File: src/rtl/tlb_pkg.sv
// Shared types and field layout for the TLB op sequencer.
// Op encodings, TLBEHI/TLBELO packing and FSM state type.
package tlb_pkg;

  localparam logic [2:0] TLBOP_SRCH = 3'd0;
  localparam logic [2:0] TLBOP_RD   = 3'd1;
  localparam logic [2:0] TLBOP_WR   = 3'd2;
  localparam logic [2:0] TLBOP_FILL = 3'd3;
  localparam logic [2:0] TLBOP_INV  = 3'd4;

  localparam logic [5:0] ECODE_TLBR = 6'h3F;

  localparam int VPPN_W = 19;
  localparam int PS_W   = 6;
  localparam int ASID_W = 10;
  localparam int PPN_W  = 20;
  localparam int HI_W   = VPPN_W + PS_W + ASID_W;
  localparam int LO_W   = PPN_W + 6;

  localparam int HI_ASID_LSB = 0;
  localparam int HI_PS_LSB   = 10;
  localparam int HI_VPPN_LSB = 16;

  localparam int LO_V       = 0;
  localparam int LO_D       = 1;
  localparam int LO_MAT_LSB = 2;
  localparam int LO_PLV_LSB = 4;
  localparam int LO_PPN_LSB = 6;

  localparam int ELO_V       = 0;
  localparam int ELO_D       = 1;
  localparam int ELO_PLV_LSB = 2;
  localparam int ELO_MAT_LSB = 4;
  localparam int ELO_G       = 6;
  localparam int ELO_PPN_LSB = 8;

  typedef enum logic [1:0] {
    ST_IDLE,
    ST_EXEC,
    ST_RESP
  } state_e;

  typedef struct packed {
    logic [2:0]        op;
    logic [4:0]        inv_op;
    logic [ASID_W-1:0] inv_asid;
    logic [VPPN_W-1:0] inv_vppn;
    logic [ASID_W-1:0] asid;
    logic [VPPN_W-1:0] vppn;
    logic [PS_W-1:0]   ps;
    logic              w_e;
    logic              g;
    logic [LO_W-1:0]   lo0;
    logic [LO_W-1:0]   lo1;
  } tlb_req_t;

  typedef struct packed {
    logic            found;
    logic            e;
    logic [HI_W-1:0] hi;
    logic            g;
    logic [LO_W-1:0] lo0;
    logic [LO_W-1:0] lo1;
  } tlb_res_t;

  function automatic logic [LO_W-1:0] elo2lo(input logic [31:0] elo);
    logic unused_bits;
    unused_bits = ^{elo[31:28], elo[7:6]};
    return {elo[ELO_PPN_LSB +: PPN_W],
            elo[ELO_PLV_LSB +: 2],
            elo[ELO_MAT_LSB +: 2],
            elo[ELO_D],
            elo[ELO_V]};
  endfunction

  function automatic logic [31:0] lo2elo(input logic [LO_W-1:0] lo,
                                         input logic g);
    return {4'b0,
            lo[LO_PPN_LSB +: PPN_W],
            1'b0,
            g,
            lo[LO_MAT_LSB +: 2],
            lo[LO_PLV_LSB +: 2],
            lo[LO_D],
            lo[LO_V]};
  endfunction

endpackage

File: src/rtl/tlb_fill_ctr.sv
// Free-running TLBFILL victim index, wraps N-1 -> 0.
// Advances every cycle regardless of traffic.
module tlb_fill_ctr #(
  parameter int N = 16,
  localparam int W = $clog2(N)
) (
  input  logic         clk,
  input  logic         resetn,
  output logic [W-1:0] cnt
);

  logic [W-1:0] cnt_q;
  logic [W-1:0] cnt_d;

  always_comb begin
    cnt_d = (cnt_q == W'(N - 1)) ? '0 : cnt_q + W'(1);
  end

  always_ff @(posedge clk or negedge resetn) begin
    if (!resetn) cnt_q <= '0;
    else         cnt_q <= cnt_d;
  end

  assign cnt = cnt_q;

endmodule

File: src/rtl/tlb_op_ctrl.sv
// TLB management op sequencer: accept, drive TLB one cycle,
// then return CSR writeback fields one cycle later.
module tlb_op_ctrl
  import tlb_pkg::*;
#(
  parameter int TLBNUM = 16,
  localparam int IDXW = $clog2(TLBNUM)
) (
  input  logic            clk,
  input  logic            resetn,
  input  logic            req_valid,
  output logic            req_ready,
  input  logic [2:0]      req_op,
  input  logic [4:0]      req_inv_op,
  input  logic [9:0]      req_inv_asid,
  input  logic [18:0]     req_inv_vppn,
  input  logic [9:0]      csr_asid,
  input  logic [18:0]     csr_ehi_vppn,
  input  logic [IDXW-1:0] csr_idx,
  input  logic [5:0]      csr_ps,
  input  logic            csr_ne,
  input  logic [5:0]      csr_ecode,
  input  logic [31:0]     csr_elo0,
  input  logic [31:0]     csr_elo1,
  output logic            s_sel,
  output logic [18:0]     s_vppn,
  output logic [9:0]      s_asid,
  input  logic            s_found,
  input  logic [IDXW-1:0] s_index,
  output logic            tlb_we,
  output logic [IDXW-1:0] tlb_w_index,
  output logic            tlb_w_e,
  output logic [34:0]     tlb_w_hi,
  output logic            tlb_w_g,
  output logic [25:0]     tlb_w_lo0,
  output logic [25:0]     tlb_w_lo1,
  output logic [IDXW-1:0] tlb_r_index,
  input  logic            tlb_r_e,
  input  logic [34:0]     tlb_r_hi,
  input  logic            tlb_r_g,
  input  logic [25:0]     tlb_r_lo0,
  input  logic [25:0]     tlb_r_lo1,
  output logic            inv_valid,
  output logic [4:0]      inv_op,
  output logic            resp_valid,
  output logic            wb_idx_we,
  output logic            wb_ehi_we,
  output logic            wb_elo_we,
  output logic            wb_asid_we,
  output logic [IDXW-1:0] wb_idx,
  output logic [5:0]      wb_ps,
  output logic            wb_ne,
  output logic [18:0]     wb_ehi_vppn,
  output logic [31:0]     wb_elo0,
  output logic [31:0]     wb_elo1,
  output logic [9:0]      wb_asid
);

  state_e          state_q, state_d;
  tlb_req_t        req_q, req_d;
  tlb_res_t        res_q, res_d;
  logic [IDXW-1:0] idx_q, idx_d;
  logic [IDXW-1:0] fidx_q, fidx_d;
  logic [IDXW-1:0] sidx_q, sidx_d;
  logic [IDXW-1:0] fill_cnt;

  tlb_fill_ctr #(.N(TLBNUM)) u_fill (
    .clk    (clk),
    .resetn (resetn),
    .cnt    (fill_cnt)
  );

  always_comb begin
    state_d = state_q;
    req_d   = req_q;
    res_d   = res_q;
    idx_d   = idx_q;
    fidx_d  = fidx_q;
    sidx_d  = sidx_q;
    unique case (state_q)
      ST_IDLE: begin
        if (req_valid) begin
          state_d        = ST_EXEC;
          req_d.op       = req_op;
          req_d.inv_op   = req_inv_op;
          req_d.inv_asid = req_inv_asid;
          req_d.inv_vppn = req_inv_vppn;
          req_d.asid     = csr_asid;
          req_d.vppn     = csr_ehi_vppn;
          req_d.ps       = csr_ps;
          // a refill handler always installs a valid entry
          req_d.w_e      = (csr_ecode == ECODE_TLBR) | ~csr_ne;
          req_d.g        = csr_elo0[ELO_G] & csr_elo1[ELO_G];
          req_d.lo0      = elo2lo(csr_elo0);
          req_d.lo1      = elo2lo(csr_elo1);
          idx_d          = csr_idx;
          fidx_d         = fill_cnt;
        end
      end
      ST_EXEC: begin
        state_d   = ST_RESP;
        res_d.found = s_found;
        res_d.e   = tlb_r_e;
        res_d.hi  = tlb_r_hi;
        res_d.g   = tlb_r_g;
        res_d.lo0 = tlb_r_lo0;
        res_d.lo1 = tlb_r_lo1;
        sidx_d    = s_index;
      end
      ST_RESP: state_d = ST_IDLE;
      default: state_d = ST_IDLE;
    endcase
  end

  always_ff @(posedge clk or negedge resetn) begin
    if (!resetn) begin
      state_q <= ST_IDLE;
      req_q   <= '0;
      res_q   <= '0;
      idx_q   <= '0;
      fidx_q  <= '0;
      sidx_q  <= '0;
    end else begin
      state_q <= state_d;
      req_q   <= req_d;
      res_q   <= res_d;
      idx_q   <= idx_d;
      fidx_q  <= fidx_d;
      sidx_q  <= sidx_d;
    end
  end

  logic is_srch, is_rd, is_wr, is_inv;

  assign is_srch = (req_q.op == TLBOP_SRCH);
  assign is_rd   = (req_q.op == TLBOP_RD);
  assign is_wr   = (req_q.op == TLBOP_WR) | (req_q.op == TLBOP_FILL);
  assign is_inv  = (req_q.op == TLBOP_INV);

  always_comb begin
    req_ready   = (state_q == ST_IDLE);
    s_sel       = 1'b0;
    s_vppn      = '0;
    s_asid      = '0;
    tlb_we      = 1'b0;
    tlb_w_index = '0;
    tlb_w_e     = 1'b0;
    tlb_w_hi    = '0;
    tlb_w_g     = 1'b0;
    tlb_w_lo0   = '0;
    tlb_w_lo1   = '0;
    tlb_r_index = '0;
    inv_valid   = 1'b0;
    inv_op      = '0;
    resp_valid  = 1'b0;
    wb_idx_we   = 1'b0;
    wb_ehi_we   = 1'b0;
    wb_elo_we   = 1'b0;
    wb_asid_we  = 1'b0;
    wb_idx      = '0;
    wb_ps       = '0;
    wb_ne       = 1'b0;
    wb_ehi_vppn = '0;
    wb_elo0     = '0;
    wb_elo1     = '0;
    wb_asid     = '0;
    if (state_q == ST_EXEC) begin
      unique case (1'b1)
        is_srch: begin
          s_sel  = 1'b1;
          s_vppn = req_q.vppn;
          s_asid = req_q.asid;
        end
        is_rd: tlb_r_index = idx_q;
        is_wr: begin
          tlb_we      = 1'b1;
          tlb_w_index = (req_q.op == TLBOP_FILL) ? fidx_q : idx_q;
          tlb_w_e     = req_q.w_e;
          tlb_w_hi    = {req_q.vppn, req_q.ps, req_q.asid};
          tlb_w_g     = req_q.g;
          tlb_w_lo0   = req_q.lo0;
          tlb_w_lo1   = req_q.lo1;
        end
        is_inv: begin
          inv_valid = 1'b1;
          inv_op    = req_q.inv_op;
          s_sel     = 1'b1;
          s_vppn    = req_q.inv_vppn;
          s_asid    = req_q.inv_asid;
        end
        default: ;
      endcase
    end
    if (state_q == ST_RESP) begin
      resp_valid = 1'b1;
      unique case (1'b1)
        is_srch: begin
          wb_idx_we = 1'b1;
          wb_ne     = ~res_q.found;
          wb_idx    = res_q.found ? sidx_q : idx_q;
        end
        is_rd: begin
          wb_idx_we  = 1'b1;
          wb_ehi_we  = 1'b1;
          wb_elo_we  = 1'b1;
          wb_asid_we = 1'b1;
          wb_idx     = idx_q;
          if (res_q.e) begin
            wb_ps       = res_q.hi[HI_PS_LSB +: PS_W];
            wb_ehi_vppn = res_q.hi[HI_VPPN_LSB +: VPPN_W];
            wb_asid     = res_q.hi[HI_ASID_LSB +: ASID_W];
            wb_elo0     = lo2elo(res_q.lo0, res_q.g);
            wb_elo1     = lo2elo(res_q.lo1, res_q.g);
          end else begin
            wb_ne = 1'b1;
          end
        end
        default: ;
      endcase
    end
  end

endmodule

File: config.mk
export PLATFORM = sky130hd
export DESIGN_NAME = tlb_op_ctrl
export DESIGN_NICKNAME = d
export VERILOG_FILES = /design/src/rtl/tlb_pkg.sv /design/src/rtl/tlb_fill_ctr.sv /design/src/rtl/tlb_op_ctrl.sv
export SDC_FILE = /design/constraint.sdc
export NUM_CORES = 1
export LEC_CHECK = 0
export ABC_AREA = 1
export CORE_ASPECT_RATIO = 0.6
export CORE_MARGIN = 8
export CORE_UTILIZATION = 35
export CTS_CLUSTER_SIZE = 8
export DETAILED_ROUTE_END_ITERATION = 16
export PLACE_DENSITY = 0.71
export SLEW_MARGIN = 20
export SYNTH_ARGS = -nofsm -noshare
export SYNTH_HDL_FRONTEND = slang
export SYNTH_SLANG_ARGS = --single-unit
File: constraint.sdc
create_clock -name clk -period 4.1 [get_ports clk]
set_input_delay 0.82 -clock clk [delete_from_list [all_inputs] [get_ports clk]]
set_output_delay 0.82 -clock clk [all_outputs]
set_load 0.01 [all_outputs]
==> flow_summary.json, run 1 <==
{
  "wl_per_cell_um": 17.3,
  "regToRegSetupSlack_ns": 1.84,
  "antenna_found_initial": 1,
  "path_class": "reg -> out",
  "fillCellCount": 2720,
  "required_ns": 3.28,
  "syn_inst": 1398,
  "ys.flop_type": "dfrtp_1",
  "vias": 10309,
  "r2r_cells": 6,
  "coreArea_sq_um": 30000,
  "ctsResizeCount": 0,
  "fmax_mhz": 271,
  "tns_ns": 0,
  "synthTopCellsByArea": "dfrtp_1, nand2_1, o21ai_0, nor2_1, inv_1",
  "postCtsHoldBufs": 0,
  "grt_pass1_vias": 10310,
  "htree_num_levels": 2,
  "yosys_register_bits": 234,
  "instances_no_fill": 2245,
  "area_growth_pct": 54.8,
  "synth_common_cells": "nand2_1, dfrtp_1, nor2_1",
  "hold_violations": 0,
  "cts_buffers": 35,
  "finalClockSkew_ns": 0.0136,
  "synth_area_per_cell_sq_um": 7.64,
  "start_kind": "register",
  "clock-sinks": 234,
  "routabilityCongestion": 0.871,
  "pin_count": 488,
  "post_cts_buffers": 0,
  "yosysWarnings": 0,
  "initial_utilization_pct": 35.6,
  "rows": 49,
  "maxCapViolCount": 0,
  "insertion_delay_ns": 0.50,
  "crit_fanout": 47,
  "top_layer_used": "met4",
  "dpl.cell_count": 2205,
  "drv_slew": 0,
  "cts_tree": "done",
  "fin_nets": 2079,
  "setup-violations-final": 0,
  "hold_path_class": "in -> async",
  "synth-edff-count": 0,
  "yosysMostFrequentCell": "nand2_1",
  "chipHeight_um": 151,
  "synthArstFlopShare_pct": 100,
  "fin_crit_ns": 3.68,
  "outcome": "completed",
  "cellPowerDensity_nw_per_um2": 447,
  "drc": 0,
  "met1Wirelength_um": 15600,
  "grt_use_total_pct": 20.4,
  "synth.largest_area_cell": "dfrtp_1",
  "layout-drive-gt1-share_pct": 5.01,
  "grt_overflow": 0,
  "slew_headroom_pct": 42.7,
  "first_pass_iters": 5,
  "power.leakage_nw": 7.50,
  "rsz0062_at_grt": "no",
  "antenna_left": 0,
  "worst-endpoint-arrival_ns": 2.86,
  "drt_wl_total_um": 38900,
  "viasPerCell": 4.59,
  "grt_max_degree": 105,
  "synth_cell_types": 20,
  "drtIter0Drc": 684,
  "multi_input_area_sq_um": 3880,
  "clockRootBuffer": "clkbuf_16",
  "synth_top_area_share_pct": 54.8,
  "die-area_sq_um": 36500,
  "path_clk_slew_ns": 0.05,
  "synth_area_sq_um": 10700,
  "seqCellArea_sq_um": 5860,
  "min_period_over_period_pct": 89.9,
  "rr_endpoint": "req_q[83]",
  "dr_wl_met2_um": 18600,
  "hpwl_um": 28200,
  "io_buffers": 467,
  "wl_met3_um": 3540,
  "worst_pin_slew_ns": 0.860,
  "cts.path.max_buffers": 3,
  "ys_seq_area_share_pct": 54.8,
  "end_kind": "output pin",
  "worstReg2RegStart": "state_q[0]",
  "grt_pass1_wl_um": 59400,
  "peakVddDrop_mv": 0.266,
  "die_x_um": 242
}
## per-layer routing
layer | vias to the layer above | track usage, %
li1 | 5030 | -
met1 | 4818 | 24.2
met2 | 388 | 34.2
met3 | 73 | 7.38
met4 | 0 | 7.16
met5 | - | 0
## report_power, final
part,internal [mW],total (mW),leakage (nW),switching [mW]
clock network,1.51,2.50,0.449,0.988
registers,2.92,3.18,2.89,0.265
logic,0.691,1.70,4.16,1.01
total,5.12,7.38,7.50,2.27
## state kept, by name, indices dropped and copies added (netlist names)
| register | count |
|---|---|
| req_q | 126 |
| res_q | 90 |
| fidx_q | 4 |
| idx_q | 4 |
| sidx_q | 4 |
| u_fill.cnt | 4 |
| state_q | 2 |
## cells by family after synthesis
family	after synthesis	synth area share (%)
AND/OR/NAND/NOR	766	27.9
flip-flops	234	54.8
AO/OA/AOI/OAI	166	7.78
buffers and inverters	229	9.24
adder cells (fa/ha/maj)	1	0.117
other	1	0.0351
XOR/XNOR	1	0.0820
## metrics by stage
step / setup slack, ns / total power, mW / util (%) / hold WS, ns / instance area [sq um]
detailed placement: 0.942 / 4.92 / 52.1 / 0.465 / 15600
CTS: 0.408 / 7.49 / 55.1 / 0.397 / 16500
finish: 0.415 / 7.38 / 55.1 / 0.355 / 16500
global placement: 0.996 / 4.86 / 52.1 / 0.462 / 15600
global route: 0.285 / 7.85 / 55.1 / 0.427 / 16500
floorplan: 1.76 / 4.13 / - / 0.449 / 10700
## placed cells by master, fill, tap and decap left out, drive strengths merged
cell	synthesis	layout
nand2	548	548
clkdlybuf4s50	0	466
dfrtp	234	234
nor2	206	206
o21ai	160	160
inv	137	140
clkbuf	32	35
buf	60	16
nand3	11	11
conb	1	10
a21oi	6	6
diode	0	1
xor2	1	1
nand3b	1	1
ha	1	1
clkinv	0	1
## area by class of cell
class                           count  area share [%]
Timing Repair Buffer              482            29.3
Clock inverter                      4           0.212
Tap cell                          408            3.09
Multi-Input combinational cell    944            23.5
Antenna cell                        1          0.0151
Clock buffer                       35            5.30
Inverter                          137            3.14
Sequential cell                   234            35.4
## how the worst max path moves through the flow
stage                           from              end  cells after the start
final                     req_q[123]  wb_ehi_vppn[16]                      6
after global routing      req_q[123]        inv_op[3]                      7
after CTS                 req_q[123]  wb_ehi_vppn[14]                      6
after detailed placement  req_q[123]  wb_ehi_vppn[14]                      6
after global placement    req_q[123]  wb_ehi_vppn[14]                      6
after floorplan           state_q[0]       wb_elo1[6]                      7
## worst max-delay path, cell delays in order (launching register included)
cell,delay (ns)
dfrtp_1,0.63
nand2_2,0.12
nor2_4,0.24
nand2_4,0.31
buf_12,0.30
nor2_2,0.11
clkdlybuf4s50_1,0.61
Note: power is estimated with default switching activity, not from simulation.
==> inputs of run 2 (changes only) <==
- PLACE_DENSITY: 0.71 -> 0.78
- REMOVE_ABC_BUFFERS: not set -> 1
==> run 2 against run 1 <==
Effect of this change:
- first-iteration DRC count up 3.8%
- setup slack got worse by 0.098 ns
- total power increased by 0.20%
- routed wire length increased by 1.4%
- cell count decreased by 0.13%
- core utilization decreased by 0.11 points
- count of clock-buffer cells in the layout stayed put
- sequential cell count unchanged
- critical path type unchanged
- clock skew up 0.0085 ns
- hold slack better by 0.055 ns
- sequential share of layout area up 0.072 points
- non-clock buffer count decreased by 2
==> flow_summary.json, run 2 (synthesis results as in run 1) <==
{
  "first_pass_iters": 5,
  "hold_violations": 0,
  "grt_pass1_wl_um": 59800,
  "worst_pin_slew_ns": 0.946,
  "crit_fanout": 47,
  "grt_pass1_vias": 10483,
  "clock-sinks": 234,
  "outcome": "completed",
  "peakVddDrop_mv": 0.260,
  "setup-violations-final": 0,
  "wl_per_cell_um": 17.6,
  "worst-endpoint-arrival_ns": 2.96,
  "final_common_cell": "nand2_1",
  "hold_path_class": "in -> async",
  "antenna_left": 0,
  "antenna_found_initial": 0,
  "slew_headroom_pct": 36.9,
  "fin_nets": 2077,
  "drv_slew": 0,
  "grt_max_degree": 143,
  "path_clk_slew_ns": 0.05,
  "drc": 0,
  "postCtsHoldBufs": 0,
  "coreArea_sq_um": 30000,
  "top_layer_used": "met4",
  "insertion_delay_ns": 0.51,
  "rsz0062_at_grt": "no",
  "setup_slack_ns": 0.318,
  "die-area_sq_um": 36500,
  "place_area_sq_um": 15600,
  "rows": 49,
  "end_kind": "output pin",
  "seqCellArea_sq_um": 5860,
  "grt_overflow": 0,
  "cts_tree": "done",
  "vias": 10487,
  "viasPerCell": 4.68,
  "fmax_mhz": 264,
  "power.leakage_nw": 7.49,
  "grt_use_total_pct": 20.5,
  "path_class": "reg -> out",
  "maxCapViolCount": 0,
  "top_regs": "req_q (126), res_q (90)",
  "start_kind": "register",
  "area_growth_pct": 54.4,
  "layout_common_cells": "nand2_1, clkdlybuf4s50_1, dfrtp_1",
  "multi_input_area_sq_um": 3890,
  "finalClockSkew_ns": 0.0221,
  "cts.path.max_buffers": 3,
  "htree_num_levels": 2,
  "tns_ns": 0,
  "initial_utilization_pct": 35.6,
  "pin_count": 488,
  "io_buffers": 467,
  "fillCellCount": 2693,
  "final_area_sq_um": 16500,
  "wl_met3_um": 3360,
  "cellPowerDensity_nw_per_um2": 449,
  "dr_wl_met2_um": 19600,
  "routabilityCongestion": 0.900,
  "n_antenna_cell": 0,
  "met1Wirelength_um": 15700,
  "required_ns": 3.28,
  "clockRootBuffer": "clkbuf_16",
  "pre_cts_ws_ns": 0.722,
  "fin_crit_ns": 3.78,
  "chipHeight_um": 151,
  "largest_reg_flops": 126,
  "cts_buffers": 35,
  "hpwl_um": 29100,
  "drtIter0Drc": 710,
  "largest_register": "req_q",
  "drt_wl_total_um": 39400,
  "die_x_um": 242,
  "min_period_over_period_pct": 92.3,
  "layout-drive-gt1-share_pct": 4.91
}
run 2: power breakdown:
group / internal, mW / switching, mW
clock: 1.51 / 1.00
combinational: 0.685 / 1.02
sequential: 2.92 / 0.270
run 2: what timing repair did:
action / CTS / global route
setup buffers: 0 / 0
setup endpoints to repair: 0 / 2
resized for setup: 0 / 1
run 2: cell type report:
class / instances / area share [%]
clock inverters: 4 / 0.212
repair buffers: 480 / 29.1
clock buffers: 35 / 5.31
well taps: 408 / 3.10
flip-flops and latches: 234 / 35.5
multi-input cells: 944 / 23.6
inverters: 137 / 3.15
run 2: layer usage:
metal | global-route usage (%) | up-vias
met2 | 35.6 | 398
met4 | 5.53 | 0
met1 | 24.2 | 4993
li1 | - | 5038
met3 | 7.10 | 58
met5 | 0 | -
run 2: through the flow:
stage / total power [mW] / hold WS [ns] / utilization [%] / std cells
6_report: 7.40 / 0.410 / 55.0 / 2242
4_1_cts: 7.49 / 0.430 / 55.0 / 2242
3_3_place_gp: 4.84 / 0.462 / 51.9 / 2203
5_1_grt: 7.85 / 0.478 / 55.0 / 2242
3_5_place_dp: 4.92 / 0.465 / 51.9 / 2203
2_1_floorplan: 4.08 / 0.449 / - / 1315
run 2: worst max-delay path, cell delays in order, from the launching register on:
cell and delay (ns):
dfrtp_1 0.63, nand2_2 0.14, nor2_4 0.24, nand2_4 0.35, buf_4 0.37, nor2_1 0.13, clkdlybuf4s50_1 0.57
run 2: path summary, 6_finish.rpt:
| check | from | endpoint | slack (ns) | cells past startpoint |
|---|---|---|---|---|
| worst max-delay path | req_q[123] | wb_elo1[3] | 0.32 | 6 |
| worst min-delay path | resetn | req_q[42] | 0.41 | 1 |
| worst max register to register | state_q[0] | req_q[53] | 1.70 | 6 |
| worst min register to register | req_q[8] | req_q[8] | 0.48 | 2 |
| max in group asynchronous | resetn | req_q[110] | 2.68 | 2 |
| min in group clk | req_q[8] | req_q[8] | 0.48 | 2 |
==> inputs of run 3 (changes only) <==
- ABC_AREA: 1 -> not set
- PLACE_DENSITY: 0.78 -> 0.79
- SYNTH_HIERARCHICAL: not set -> 1
==> run 3 against run 2 <==
Effect of this change:
- total power is 0.50% lower
- hold slack worse by 0.039 ns
- setup slack worse by 0.16 ns
- critical path type unchanged
- largest cell class unchanged
- largest power group unchanged
==> flow_summary.json, run 3 <==
{
  "outcome": "completed",
  "required_ns": 3.28,
  "syn_inst": 990,
  "grt_overflow": 0,
  "peakVddDrop_mv": 0.333,
  "cpMaxStageDelayCell": "or4b_1",
  "slew_headroom_pct": 31.9,
  "io_buffers": 467,
  "grt_use_total_pct": 18.8,
  "seqCellArea_sq_um": 5860,
  "ys_seq_area_share_pct": 55.3,
  "start_kind": "register",
  "cts_tree": "done",
  "hold_path_class": "in -> async",
  "maxCapViolCount": 0,
  "top_regs": "req_q (126), res_q (90)",
  "finalPower_mw": 7.36,
  "drt_wl_total_um": 35800,
  "ys.flop_type": "dfrtp_1",
  "clock-sinks": 234,
  "fin_crit_ns": 3.94,
  "routabilityCongestion": 0.832,
  "die-area_sq_um": 36300,
  "synthArstFlopShare_pct": 100,
  "drtIter0Drc": 343,
  "layout-drive-gt1-share_pct": 13.6,
  "fin_hold_ws_ns": 0.371,
  "cellPowerDensity_nw_per_um2": 445,
  "grt_pass1_vias": 9164,
  "worst-endpoint-arrival_ns": 3.12,
  "path_class": "reg -> out",
  "grt_pass1_wl_um": 53300,
  "rr_endpoint": "res_q[31]",
  "worstReg2RegStart": "state_q[1]",
  "antenna_left": 0,
  "synth_top_area_share_pct": 55.3,
  "regToRegSetupSlack_ns": 2.08,
  "end_kind": "output pin",
  "synth_fa_ha_area_share_pct": 0.118,
  "layout_common_cells": "clkdlybuf4s50_1, nand2_1, dfrtp_1",
  "synthTopCellsByArea": "dfrtp_1, mux2_2, and2_1, nand2_1, a22o_1",
  "fillCellCount": 2560,
  "power.leakage_nw": 7.22,
  "drv_slew": 0,
  "hpwl_um": 26100,
  "vias": 8683,
  "htree_num_levels": 2,
  "pin_count": 488,
  "insertion_delay_ns": 0.50,
  "die_x_um": 241,
  "antenna_found_initial": 2,
  "setup.worst_path.end": "wb_ehi_vppn[13]",
  "clockRootBuffer": "clkbuf_16",
  "final_common_cell": "clkdlybuf4s50_1",
  "synth-compound-area-share_pct": 2.57,
  "worst_pin_slew_ns": 1.02,
  "postCtsHoldBufs": 0,
  "fin_nets": 1688,
  "instances_no_fill": 1855,
  "crit_fanout": 75,
  "chipHeight_um": 151,
  "wl_per_cell_um": 19.3,
  "largest_register": "req_q",
  "cts_buffers": 35,
  "synth_simple_gate_area_share_pct": 23.1,
  "synth-edff-count": 0,
  "synth_area_sq_um": 10600,
  "dpl.cell_count": 1814,
  "hold_violations": 0,
  "fmax_mhz": 254,
  "coreArea_sq_um": 29900,
  "synthMuxAreaShare_pct": 14.9,
  "yosysWarnings": 6,
  "drc": 0,
  "cts.path.max_buffers": 3,
  "synth_cell_types": 37,
  "synth_area_per_cell_sq_um": 10.7,
  "post_cts_buffers": 0,
  "min_period_over_period_pct": 96.1,
  "grt_max_degree": 99,
  "synthXorXnorAreaFrac_pct": 0.0827,
  "synth.largest_area_cell": "dfrtp_1",
  "utilization_pct": 55.4,
  "yosysMostFrequentCell": "nand2_1",
  "first_pass_iters": 4,
  "rsz0062_at_grt": "no",
  "ctsResizeCount": 0,
  "setup-violations-final": 0,
  "synth_common_cells": "nand2_1, dfrtp_1, and2_1",
  "multi_input_area_sq_um": 4370,
  "largest_reg_flops": 126,
  "path_cells": "or4b_1 > nor2_8 > buf_12 > and2_1 > clkdlybuf4s50_1",
  "initial_utilization_pct": 35.5,
  "finalClockSkew_ns": 0.0137,
  "path_clk_slew_ns": 0.05,
  "synth_top_family_by_area": "simple AND/OR/NAND/NOR gates",
  "critPathMaxStageDelay_ns": 0.77,
  "crit_start": "state_q[0]",
  "yosys_register_bits": 234,
  "r2r_cells": 5,
  "rows": 49,
  "area_growth_pct": 56.0,
  "viasPerCell": 4.68
}
## run 3: cell count changes after synthesis, moves of 22 or more
cell     change
nand2_1    -260
and2_1     +186
nor2_1     -170
o21ai_0    -159
mux2_2     +132
inv_1      -128
a22o_1      +28
buf_2       -25
nor2_2      -22
## run 3: worst min path at each step
stage,slack [ns],end,start
2_1_floorplan,0.44,res_q[0],res_q[0]
3_3_place_gp,0.45,res_q[59],res_q[59]
3_5_place_dp,0.45,res_q[20],res_q[20]
4_1_cts,0.37,req_q[112],resetn
5_1_grt,0.41,req_q[100],resetn
6_report,0.37,req_q[111],resetn
## run 3: logic make-up (layout without fill, tap and decap cells)
kind of cell	count (synthesis)	in the layout
and+or+nand+nor	499	499
DFF	234	234
muxes	141	141
buffers and inverters	81	527
AOI/OAI and AO/OA	32	32
adders and majority gates	1	1
other	1	12
xor gates and xnor gates	1	1
## run 3: per-stage QoR
stage	area (sq um)	TNS [ns]	worst slack, ns
final	16500	0	0.161
after global routing	16500	0	0.00402
after CTS	16500	0	0.101
after detailed placement	15600	0	0.659
after global placement	15600	0	0.675
after floorplan	10200	-1156.41	-7.64
## run 3: area by class of cell
type / count / area share [%]
Antenna cell: 2 / 0.0303
Inverter: 5 / 0.114
Sequential cell: 234 / 35.4
Timing Repair Buffer: 483 / 29.4
Tap cell: 408 / 3.09
Clock buffer: 35 / 5.30
Clock inverter: 4 / 0.212
Multi-Input combinational cell: 684 / 26.4
## run 3: where the power goes
group | leakage [nW] | internal, mW | switching, mW | total (mW)
combinational | 3.97 | 0.884 | 0.699 | 1.58
clock | 0.449 | 1.51 | 0.974 | 2.48
sequential | 2.80 | 2.95 | 0.344 | 3.30
total | 7.22 | 5.34 | 2.02 | 7.36
## run 3: critical path: cells and delay by family, from the launching register on
| kind | cells | cell delay, ns |
|---|---|---|
| buffers and inverters | 2 | 0.86 |
| flip-flops | 1 | 0.44 |
| AND/OR/NAND/NOR | 3 | 1.28 |
## run 3: metal layers
| metal | global-route usage (%) | up-vias | part of all wire (%) |
|---|---|---|---|
| li1 | - | 4055 | - |
| met1 | 22.4 | 4247 | 40 |
| met2 | 30.9 | 300 | 48 |
| met3 | 7.32 | 81 | 9.4 |
| met4 | 6.80 | 0 | 3.2 |
| met5 | 0 | - | 0 |
